File: config.mk
export PLATFORM = sky130hd
export DESIGN_NAME = dpram_reader
export DESIGN_NICKNAME = d
export VERILOG_FILES = /design/src/rtl/dpram_reader.sv
export SDC_FILE = /design/constraint.sdc
export NUM_CORES = 1
export LEC_CHECK = 0
export CAP_MARGIN = 25
export CORE_UTILIZATION = 40
export CTS_CLUSTER_SIZE = 24
export DETAILED_ROUTE_END_ITERATION = 6
export SLEW_MARGIN = 20
export SYNTH_ARGS = -nofsm -noshare
export SYNTH_HDL_FRONTEND = slang
export SYNTH_SLANG_ARGS = --single-unit
File: constraint.sdc
create_clock -name clock -period 4.6 [get_ports clock]
set_input_delay 0.46 -clock clock [delete_from_list [all_inputs] [get_ports clock]]
set_output_delay 0.46 -clock clock [all_outputs]
set_load 0.01 [all_outputs]
File: src/rtl/dpram_reader.sv
// Read-side streamer for the dpram buffer: walks [base, base+len), hides the one-cycle RAM latency and
// presents words on a valid/ready stream. Optional DPRAM_READER_WRAP_EN lets the address wrap instead of rejecting.
module dpram_reader #(
    parameter int WIDTH = 8,
    parameter int DEPTH = 10
) (
    input  logic             clock,
    input  logic             reset_n,
    input  logic             start,
    input  logic [DEPTH-1:0] base,
    input  logic [DEPTH:0]   len,
    output logic [DEPTH-1:0] rd_addr,
    input  logic [WIDTH-1:0] rd_data,
    output logic             m_valid,
    input  logic             m_ready,
    output logic [WIDTH-1:0] m_data,
    output logic             m_last,
    output logic             busy,
    output logic             done,
    output logic             err
);

    localparam logic [1:0] S_IDLE = 2'd0;
    localparam logic [1:0] S_RUN  = 2'd1;
    localparam logic [1:0] S_FIN  = 2'd2;

    logic [1:0]       state;
    logic [DEPTH-1:0] addr;
    logic [DEPTH-1:0] rd_addr_q;
    logic [DEPTH:0]   iss_cnt;
    logic [DEPTH:0]   beat_cnt;
    logic             inflight;
    logic [WIDTH-1:0] fifo_mem [2];
    logic             wr_ptr;
    logic             rd_ptr;
    logic [1:0]       fifo_cnt;
    logic             busy_q;
    logic             pop;
    logic             last_pop;
    logic             issue;
    logic             reject;
    logic             accept;
    logic [2:0]       occ;

`ifdef DPRAM_READER_WRAP_EN
    assign reject = 1'b0;
    assign err    = 1'b0;
`else
    logic             err_q;
    logic [DEPTH+1:0] range_end;

    assign range_end = (DEPTH+2)'(base) + (DEPTH+2)'(len);
    assign reject    = range_end > (DEPTH+2)'(2**DEPTH);
    assign err       = err_q;

    always_ff @(posedge clock or negedge reset_n) begin
        if (!reset_n) err_q <= 1'b0;
        else          err_q <= (state == S_IDLE) && start && reject;
    end
`endif

    assign pop      = m_valid & m_ready;
    assign last_pop = pop & m_last;
    assign accept   = (state == S_IDLE) && start && !reject;

    // Words buffered plus the one in flight, after this cycle's pop, must leave room for one more.
    assign occ   = 3'(fifo_cnt) + 3'(inflight) - 3'(pop);
    assign issue = (state == S_RUN) && (iss_cnt != '0) && (occ < 3'd2);

    assign rd_addr = issue ? addr : rd_addr_q;
    assign m_valid = fifo_cnt != 2'd0;
    assign m_data  = fifo_mem[rd_ptr];
    assign m_last  = m_valid && (beat_cnt == (DEPTH+1)'(1));
    assign busy    = busy_q;
    assign done    = state == S_FIN;

    always_ff @(posedge clock or negedge reset_n) begin
        if (!reset_n) begin
            state     <= S_IDLE;
            addr      <= '0;
            rd_addr_q <= '0;
            iss_cnt   <= '0;
            beat_cnt  <= '0;
            inflight  <= 1'b0;
            busy_q    <= 1'b0;
        end else begin
            rd_addr_q <= rd_addr;
            inflight  <= issue;
            case (state)
                S_IDLE: begin
                    if (accept) begin
                        state    <= (len == '0) ? S_FIN : S_RUN;
                        addr     <= base;
                        iss_cnt  <= len;
                        beat_cnt <= len;
                        busy_q   <= 1'b1;
                    end
                end
                S_RUN: begin
                    if (issue) begin
                        addr    <= addr + 1'b1;
                        iss_cnt <= iss_cnt - 1'b1;
                    end
                    if (pop) beat_cnt <= beat_cnt - 1'b1;
                    if (last_pop) begin
                        state  <= S_FIN;
                        busy_q <= 1'b0;
                    end
                end
                S_FIN: begin
                    state  <= S_IDLE;
                    busy_q <= 1'b0;
                end
                default: state <= S_IDLE;
            endcase
        end
    end

    // Two-entry skid FIFO; the head slot is never overwritten while it is being presented.
    always_ff @(posedge clock or negedge reset_n) begin
        if (!reset_n) begin
            fifo_mem[0] <= '0;
            fifo_mem[1] <= '0;
            wr_ptr      <= 1'b0;
            rd_ptr      <= 1'b0;
            fifo_cnt    <= 2'd0;
        end else begin
            if (inflight) begin
                fifo_mem[wr_ptr] <= rd_data;
                wr_ptr           <= ~wr_ptr;
            end
            if (pop) rd_ptr <= ~rd_ptr;
            fifo_cnt <= fifo_cnt + 2'(inflight) - 2'(pop);
        end
    end

endmodule

[After elaboration in Yosys (flattened, before gate mapping)]
Cells that the tools add are included.
Word-level totals
  logic and storage cells: 79
  output and inout bits: 23
  flip-flop bits (word level): 67
Operators by class
  bitwise operators: 6
  reductions and logical operators: 18
  muxes and demuxes: 22
  magnitude comparators: 5
  add/subtract/negate cells: 8
  equal/unequal tests: 7
Operators by type and width (count)
  $pmux 11 s2: 2
  $mux 11: 3
  $mux 8: 4
  $mux 10: 3
  $sub 11x1->11 const B: 2
  $pmux 10 s2: 1
  $bwmux 16: 1
  $add 10x11->12: 1
  $gt 12x11->1 const B: 1
  $eq 11x1->1 const B: 1
  $logic_not 11->1: 1
  $reduce_bool 11->1: 1
  $add 10x1->10 const B: 1
  $reduce_and 3->1: 3
  $demux 8 s1: 1
  $ne 2x2->1 const B: 4
  $logic_and 1x1->1: 7
  $mux 2: 3
  $ge 2x2->1 const B: 2
  $not 1->2: 2
  $pmux 2 s2: 1
  $reduce_bool 2->1: 2
  $add 2x1->3: 1
  $lt 3x2->1 const B: 1
  other kinds (14): 17

[Longest topological paths before layout]
Gate-level depths: netlist of run 1.
  word-level depth: 7
  gate-level depth with buffers: 15

[Worst setup path before layout of run 1]
Ideal clock, no wire load.
  path type: input-to-reg
  from: input port base[0]
  to: register beat_cnt[4]
  setup time: 0.104 ns
  stages on the path: 12
  required time: 4.496 ns
  setup slack: 1.045 ns
  arrival: 3.451 ns
  cells stage by stage: ha_1 -> inv_1 -> fa_1 -> nand2b_1 -> a221o_1 -> or4_1 -> a2111o_1 -> o41ai_4 -> o21ai_2 -> clkbuf_1 -> mux2i_1 -> a221oi_1
On the way
  cells in the longest elaborated chain, start to end: 6
RTL lines
  start: declaration: line 10  | input logic [DEPTH-1:0] base,
  $add 10x11->12: line 52  | assign range_end = (DEPTH+2)'(base) + (DEPTH+2)'(len);
  $gt 12x11->1: line 53  | assign reject = range_end > (DEPTH+2)'(2**DEPTH);
  $logic_not 1->1: line 64  | assign accept = (state == S_IDLE) && start && !reject;
  $logic_and 1x1->1: line 64
  $ne 2x2->1 (no line)
  $reduce_and 3->1 (no line)
  end signal: assignment: line 95  | beat_cnt <= len;
  end signal: assignment: line 104  | if (pop) beat_cnt <= beat_cnt - 1'b1;
  end: declaration: line 31  | logic [DEPTH:0] beat_cnt;
No other way between the ends.
A chain may end at the register's enable or synchronous reset.

[Worst setup path in the final report of run 1]
  from: input port len[0]
  to: register iss_cnt[5]
On the way
  cells in the longest elaborated chain, start to end: 6
RTL lines
  start: declaration: line 11  | input logic [DEPTH:0] len,
  $add 10x11->12: line 52
  $gt 12x11->1: line 53
  $logic_not 1->1: line 64
  $logic_and 1x1->1: line 64
  $ne 2x2->1 (no line)
  $reduce_and 3->1 (no line)
  end signal: assignment: line 94  | iss_cnt <= len;
  end signal: assignment: line 102  | iss_cnt <= iss_cnt - 1'b1;
  end: declaration: line 30  | logic [DEPTH:0] iss_cnt;
No other way between the ends.

==> reports/summary.log, run 1 <==
qor: power.power_frac_seq 33.3%
qor: cts.cts_tree done
qor: yosys.synthesis.area 4370 um^2
qor: critical_path.worst_setup_path_end_kind register
qor: sta.timing.final.crit_share 90.7%
qor: critical_path.critPathArrivalTime 4390 ps
qor: floorplanning.core 10,500 um^2
qor: yosys.synth-seq-area-share 38.4%
qor: place.dpl_worst_slack 92.0 ps
qor: global_route.grt_pass1_vias 3,973
qor: critical_path.cp_data_required_time 4820 ps
qor: power.peakVddDrop 0.330 mV
qor: critical_path.critical_path.slowest_cell sky130_fd_sc_hd__clkdlybuf4s50_1
qor: global_route.grt_pass1_wl 20.1 mm
qor: sta.number_of_setup_violations_in_the_final_report 0
qor: cts.clock-sinks 67
qor: cts.holdBufCountCts 0
qor: global_route.antenna_found_initial 0
qor: cts.insertion_delay 360 ps
qor: sta.fin_tns_setup 0 ps
qor: power.power.leakage 2.35 nW
qor: yosys.syn-num-nets 522
qor: drt.drc_errors 0
qor: cts.cts_max_level 3
qor: drt.via_total_after_detailed_routing 3,955
qor: outcome.run_status finished clean
qor: global_route.overall_fraction_of_global_route_tracks_in_use 22.9%
qor: power.power_report.internal_total 1.96 mW
qor: place.dp_hpwl 9.01 mm
qor: yosys.syn_area_per_cell 9.36 um^2
qor: drt.drt_first_iter_violations 317
qor: yosys.netlist.area_leader.share 38.4%
qor: layout.layout_cell_area_excl_fill 5300 um^2
qor: yosys.post_synth_num_cell_types 64
qor: place.gpl.final_weighted_congestion 0.902
qor: power.sw_frac_of_total 40.8%
qor: floorplanning.die_x 107 um
qor: cts.setup_repair_bufs_after_cts 0
qor: critical_path.timing_worst_setup_path_type input port to register
qor: yosys.synth_ff_type sky130_fd_sc_hd__dfrtp_1
qor: sta.setup_slack 429 ps
qor: hold_path.holdCritPathClass input port to asynchronous set/reset pin
qor: yosys.async_reset_ff_share 100%
qor: power.p_sw 1.35 mW
qor: floorplanning.io_pins 56
qor: cts.max-clock-path-buffers 2
qor: yosys.synth-edff-count 0
qor: sta.slew_headroom 39.9%
qor: drt.first_pass_iters 5
qor: critical_path.critPathMaxStageDelay 530 ps
qor: sta.final.setup_skew 11.6 ps
qor: yosys.yosys.area.top_type sky130_fd_sc_hd__dfrtp_1
qor: global_route.grt-ovfl-total 0
qor: layout.antennaDiodeCount 0
qor: sta.setup_repair_after_global_routing_missed_its_margin no
qor: sta.maxClockFrequency 0.240 GHz
qor: power.power.clock.fraction 15.4%
qor: yosys.synth.cells.most_frequent sky130_fd_sc_hd__dfrtp_1, sky130_fd_sc_hd__inv_1, sky130_fd_sc_hd__nand2_1
qor: critical_path.critical_path_peak_fanout 13
qor: cts.clk_pin_slew 70 ps
qor: yosys.post-synth-top-count-cell sky130_fd_sc_hd__dfrtp_1
qor: layout.final_layout_size_suffix_gt1_share 13.7%
qor: sta.final_hold_viol_count 0
qor: layout.finalNetCount 581
qor: cts.cts_repair_resize_count 0
qor: floorplanning.design.die.area 11,300 um^2
qor: global_route.grt_max_degree 39
qor: drt.wl_per_cell 18.1 um
qor: run.maxCapViolCount 0
qor: yosys.synth-seq-cells 67
qor: power.power.combinational.fraction 51.3%
qor: drt.totalWireLength 12.1 mm
qor: sta.max_slew.worst_pin.slew 900 ps
qor: floorplanning.fp.dieH 107 um
qor: layout.final_core_utilization 50.7%
qor: power.p_per_area 624 nW/um^2
qor: place.post_dp_cell_area 5100 um^2
qor: yosys.ys_warns 0
qor: yosys.synthCells 467
qor: cts.cts-buffers-inserted 9
qor: drt.post_drt_via_cell_ratio 5.93
qor: critical_path.timing.critical_path.cells clkdlybuf4s50_1 -> ha_1 -> inv_1 -> fa_1 -> nand2b_1 -> a221o_1 -> or4_1 -> a2111o_1 -> nor4_1 -> a2111oi_2 -> nand2b_1 -> buf_4 -> a222oi_1
qor: yosys.yosys-top-cells-area sky130_fd_sc_hd__dfrtp_1, sky130_fd_sc_hd__mux2_2, sky130_fd_sc_hd__ha_1
qor: critical_path.start_kind input port
qor: critical_path.critical_path.most_common_cell sky130_fd_sc_hd__nand2b_1
qor: sta.period_needed 4170 ps
qor: sta.final_max_slew_viol_count 0
qor: cts.cts_root_buf sky130_fd_sc_hd__clkbuf_8
qor: floorplanning.floorplan.rows 37
qor: floorplanning.starting_density_of_the_core 41.8%
qor: drt.antenna_left 0
qor: place.numPortBuffers 55
qor: layout.area_growth 21.3%
qor: power.design_power_total 3.31 mW
[area by class of cell]
cell class	instances	area, um^2
flip-flops and latches	67	1680
clock buffers	10	138
clock inverters	6	63.8
repair buffers	69	651
multi-input cells	333	2430
well taps	136	170
inverters	46	173
fillers	1023	5160
[worst max-delay path, delay by kind of cell]
family	cells	cell delay (ps)
AO/OA/AOI/OAI	4	1230
adder cells (fa/ha/maj)	2	660
buffers and inverters	3	840
AND/OR/NAND/NOR	4	1200
[metal layers]
| metal | vias up | track usage (%) | routed length, um |
|---|---|---|---|
| met5 | - | 0 | 0 |
| met4 | 0 | 8.32 | 321 |
| met3 | 27 | 4.35 | 572 |
| met2 | 145 | 35.8 | 5530 |
| met1 | 1925 | 31.4 | 5680 |
| li1 | 1858 | - | - |
[flip-flops by register name, summed over array words and instances (netlist names)]
| signal | cells |
|---|---|
| addr | 10 |
| beat_cnt | 11 |
| busy | 1 |
| err | 1 |
| fifo_cnt | 2 |
| fifo_mem | 16 |
| inflight | 1 |
| iss_cnt | 11 |
| rd_addr_q | 10 |
| rd_ptr | 1 |
| state | 2 |
| wr_ptr | 1 |
[final timing paths]
kind | startpoint | end | slack (ps) | cells past startpoint
setup / recovery | len[0] | iss_cnt[5]$_DFFE_PN0P_ | 430 | 13
min in group clock | rd_addr_q[1]$_DFF_PN0_ | rd_addr_q[1]$_DFF_PN0_ | 480 | 2
hold / removal | reset_n | fifo_mem[6]$_DFFE_PN0P_ | 230 | 1
max in group asynchronous | reset_n | fifo_cnt[1]$_DFF_PN0_ | 3400 | 2
hold reg to reg | rd_addr_q[1]$_DFF_PN0_ | rd_addr_q[1]$_DFF_PN0_ | 480 | 2
setup reg to reg | fifo_cnt[1]$_DFF_PN0_ | iss_cnt[5]$_DFFE_PN0P_ | 990 | 15
[power by group through the flow]
stage                     combinational (mW)  clock (mW)  sequential, mW
after floorplan                         1.16           0            1.03
after global placement                  1.66           0            1.10
after detailed placement                1.69           0            1.11
after CTS                               1.70       0.520            1.10
after global routing                    1.87       0.548            1.15
final                                   1.70       0.510            1.10
[cells by family (layout without fill, tap and decap cells)]
kind of cell | Yosys count | after routing | share of synthesized area [%]
AOI/OAI and AO/OA | 121 | 121 | 21.0
xor gates and xnor gates | 5 | 5 | 1.00
adders and majority gates | 22 | 22 | 6.64
buffers and inverters | 67 | 131 | 6.18
DFF | 67 | 67 | 38.4
muxes | 38 | 38 | 9.65
and+or+nand+nor | 147 | 147 | 17.2
[through the flow]
| stage | cells | hold slack (ps) |
|---|---|---|
| 2_1_floorplan | 467 | 164 |
| 3_3_place_gp | 651 | 452 |
| 3_5_place_dp | 651 | 465 |
| 4_1_cts | 667 | 247 |
| 5_1_grt | 667 | 271 |
| 6_report | 667 | 226 |
[cell usage in the layout (no fill, tap or decap), drive strengths merged, types with 4 or more instances in the layout]
master / n
or2: 5
a222oi: 7
nor4: 7
a211oi: 6
buf: 15
mux2: 33
ha: 20
or3: 7
o31ai: 5
inv: 46
o21ai: 27
clkbuf: 10
nand4: 5
o2111ai: 5
and3: 12
a21oi: 13
o22ai: 13
o211ai: 4
nor3: 13
nand3: 17
nor2b: 8
xnor2: 4
clkdlybuf4s50: 54
dfrtp: 67
nand2: 34
mux2i: 5
a221oi: 7
nand2b: 6
nor2: 25
Power figures use the tool's default switching activity.
==> inputs of run 2 (changes only) <==
--- a/config.mk
+++ b/config.mk
@@ -5,7 +5,7 @@
 export SDC_FILE = /design/constraint.sdc
 export NUM_CORES = 1
 export LEC_CHECK = 0
-export CAP_MARGIN = 25
+export ABC_AREA = 1
 export CORE_UTILIZATION = 40
 export CTS_CLUSTER_SIZE = 24
 export DETAILED_ROUTE_END_ITERATION = 6
==> reports/summary.log, run 2 <==
qor: layout.area_growth 19.5%
qor: layout.final_layout_size_suffix_gt1_share 7.51%
qor: yosys.yosys-top-cells-area sky130_fd_sc_hd__dfrtp_1, sky130_fd_sc_hd__nand2_1, sky130_fd_sc_hd__inv_1
qor: critical_path.timing.critical_path.cells clkdlybuf4s50_1 -> inv_1 -> nor2_1 -> ha_1 -> inv_1 -> ha_1 -> inv_1 -> fa_1 -> inv_1 -> nor3_1 -> nand2_2 -> inv_1 -> nand2_1 -> nand2_1 -> clkdlybuf4s50_1
qor: cts.holdBufCountCts 0
qor: power.power.leakage 2.64 nW
qor: floorplanning.core 10,400 um^2
qor: floorplanning.starting_density_of_the_core 41.4%
qor: critical_path.ff2ff_setup_slack 1390 ps
qor: critical_path.ff2ff_path_depth 13
qor: global_route.grt_max_degree 39
qor: layout.mostFrequentLayoutCells sky130_fd_sc_hd__nand2_1, sky130_fd_sc_hd__inv_1, sky130_fd_sc_hd__dfrtp_1
qor: critical_path.timing_worst_setup_path_type input port to output port
qor: cts.cts_root_buf sky130_fd_sc_hd__clkbuf_8
qor: critical_path.crit_family buffers and inverters
qor: sta.fin_tns_setup 0 ps
qor: yosys.synthAdderAreaFrac 6.75%
qor: global_route.grt-ovfl-total 0
qor: critical_path.critPathMaxStageDelay 540 ps
qor: critical_path.worst-path-buf-inv 7
qor: cts.insertion_delay 340 ps
qor: layout.finalNetCount 689
qor: sta.maxClockFrequency 0.237 GHz
qor: sta.number_of_setup_violations_in_the_final_report 0
qor: drt.antenna_left 0
qor: power.p_per_area 654 nW/um^2
qor: sta.final_hold_viol_count 0
qor: yosys.async_reset_ff_share 100%
qor: drt.drc_errors 0
qor: global_route.grt_pass1_vias 3,538
qor: cts.cts_repair_resize_count 0
qor: cts.setup_repair_bufs_after_cts 0
qor: drt.post_drt_via_cell_ratio 4.84
qor: layout.mostFrequentLayoutCell sky130_fd_sc_hd__nand2_1
qor: yosys.synth-edff-count 0
qor: yosys.ys_warns 0
qor: yosys.synth_simple_gate_area_share 28.0%
qor: layout.largest_reg_flops 16
qor: sta.final_max_slew_viol_count 0
qor: hold_path.holdCritPathClass input port to asynchronous set/reset pin
qor: place.post_dp_cell_area 4940 um^2
qor: layout.final_core_utilization 49.5%
qor: drt.drt_first_iter_violations 116
qor: critical_path.critPathArrivalTime 3750 ps
qor: yosys.synth_ff_type sky130_fd_sc_hd__dfrtp_1
qor: yosys.synth_top_family_by_area simple AND/OR/NAND/NOR gates
qor: sta.final.setup_skew 8.02 ps
qor: critical_path.critical_path_peak_fanout 18
qor: sta.period_needed 4210 ps
qor: yosys.post_synth_xor_area_fraction 4.69%
qor: yosys.netlist.area_leader.share 39.0%
qor: cts.cts-buffers-inserted 9
qor: sta.slew_headroom 50.7%
qor: cts.max-clock-path-buffers 2
qor: power.design_power_total 3.36 mW
qor: yosys.synth-seq-cells 67
qor: critical_path.reg2reg_from fifo_cnt[1]$_DFF_PN0_
qor: drt.first_pass_iters 4
qor: power.peakVddDrop 0.292 mV
qor: cts.cts_max_level 3
qor: cts.clk_pin_slew 70 ps
qor: yosys.synthCells 582
qor: layout.layout_cell_area_excl_fill 5140 um^2
qor: drt.via_total_after_detailed_routing 3,749
qor: layout.biggest_regs fifo_mem: 16 flops, beat_cnt: 11 flops, iss_cnt: 11 flops
qor: sta.timing.final.crit_share 91.6%
qor: floorplanning.io_pins 56
qor: place.dp_hpwl 7.45 mm
qor: run.maxCapViolCount 0
qor: cts.clock-sinks 67
qor: yosys.synth-compound-area-share 10.9%
qor: cts.cts_tree done
qor: critical_path.worst_setup_path_end_kind output port
qor: sta.finalHoldWorstSlack 177 ps
qor: drt.totalWireLength 9.88 mm
qor: critical_path.critical_path.most_common_cell sky130_fd_sc_hd__inv_1
qor: layout.antennaDiodeCount 0
qor: yosys.post_synth_num_cell_types 31
qor: yosys.synthesis.area 4300 um^2
qor: yosys.synth.cells.most_frequent sky130_fd_sc_hd__nand2_1, sky130_fd_sc_hd__inv_1, sky130_fd_sc_hd__dfrtp_1
qor: outcome.run_status finished clean
qor: global_route.overall_fraction_of_global_route_tracks_in_use 18.9%
qor: critical_path.critical_path.slowest_cell sky130_fd_sc_hd__clkdlybuf4s50_1
qor: sta.setup_repair_after_global_routing_missed_its_margin no
qor: floorplanning.design.die.area 11,200 um^2
qor: yosys.yosys.area.top_type sky130_fd_sc_hd__dfrtp_1
qor: floorplanning.fp.dieH 106 um
qor: floorplanning.die_x 106 um
qor: layout.largest_reg_by_ff_count fifo_mem
qor: floorplanning.floorplan.rows 37
qor: yosys.syn_area_per_cell 7.38 um^2
qor: place.gpl.final_weighted_congestion 0.816
qor: yosys.muxShareOfSynthArea 1.40%
qor: critical_path.r2r_end addr[4]$_DFFE_PN0P_
qor: place.numPortBuffers 55
qor: yosys.post-synth-top-count-cell sky130_fd_sc_hd__nand2_1
qor: critical_path.start_kind input port
qor: global_route.antenna_found_initial 0
qor: critical_path.cp_data_required_time 4140 ps
qor: sta.max_slew.worst_pin.slew 739 ps
qor: yosys.synth-seq-area-share 39.0%
qor: global_route.grt_pass1_wl 16.8 mm
qor: drt.wl_per_cell 12.7 um
qor: yosys.syn-num-nets 637
-- run 2: metrics by stage --
| stage | setup slack (ps) | cells |
|---|---|---|
| CTS | 357 | 775 |
| finish | 386 | 775 |
| detailed placement | 381 | 759 |
| floorplan | 1600 | 582 |
| global route | 134 | 775 |
| global placement | 464 | 759 |
-- run 2: worst max-delay path by stage --
stage	slack [ps]	depth (start not counted)	start	to
global placement	460	15	m_ready	rd_addr[9]
CTS	360	15	m_ready	rd_addr[9]
floorplan	1600	12	fifo_cnt[1]$_DFF_PN0_	rd_addr[3]
detailed placement	380	15	m_ready	rd_addr[9]
finish	390	15	m_ready	rd_addr[9]
global route	130	15	m_ready	rd_addr[2]
-- run 2: cell families after synthesis --
group | count (synthesis)
AO/OA/AOI/OAI | 86
AND/OR/NAND/NOR | 281
flip-flops | 67
multiplexers | 6
adder cells (fa/ha/maj) | 22
XOR/XNOR | 23
buffers and inverters | 97
-- run 2: report_power, final --
group          switching [mW]  internal, mW
combinational            1.02         0.730
clock                   0.234         0.265
sequential              0.228         0.878
-- run 2: layout make-up --
cell class,instances,area [um^2]
Clock inverter,6,63.8
Sequential cell,67,1680
Timing Repair Buffer,58,568
Clock buffer,10,138
Fill cell,1106,5230
Inverter,80,300
Tap cell,136,170
Multi-Input combinational cell,418,2220
-- run 2: per-layer routing --
layer  GRT usage (%)  wire [um]  up-vias
met5               0          0        -
met4            4.86        126        0
met3            4.64        451        8
met2            32.3       4830       77
met1            23.9       4470     1718
li1                -          -     1946
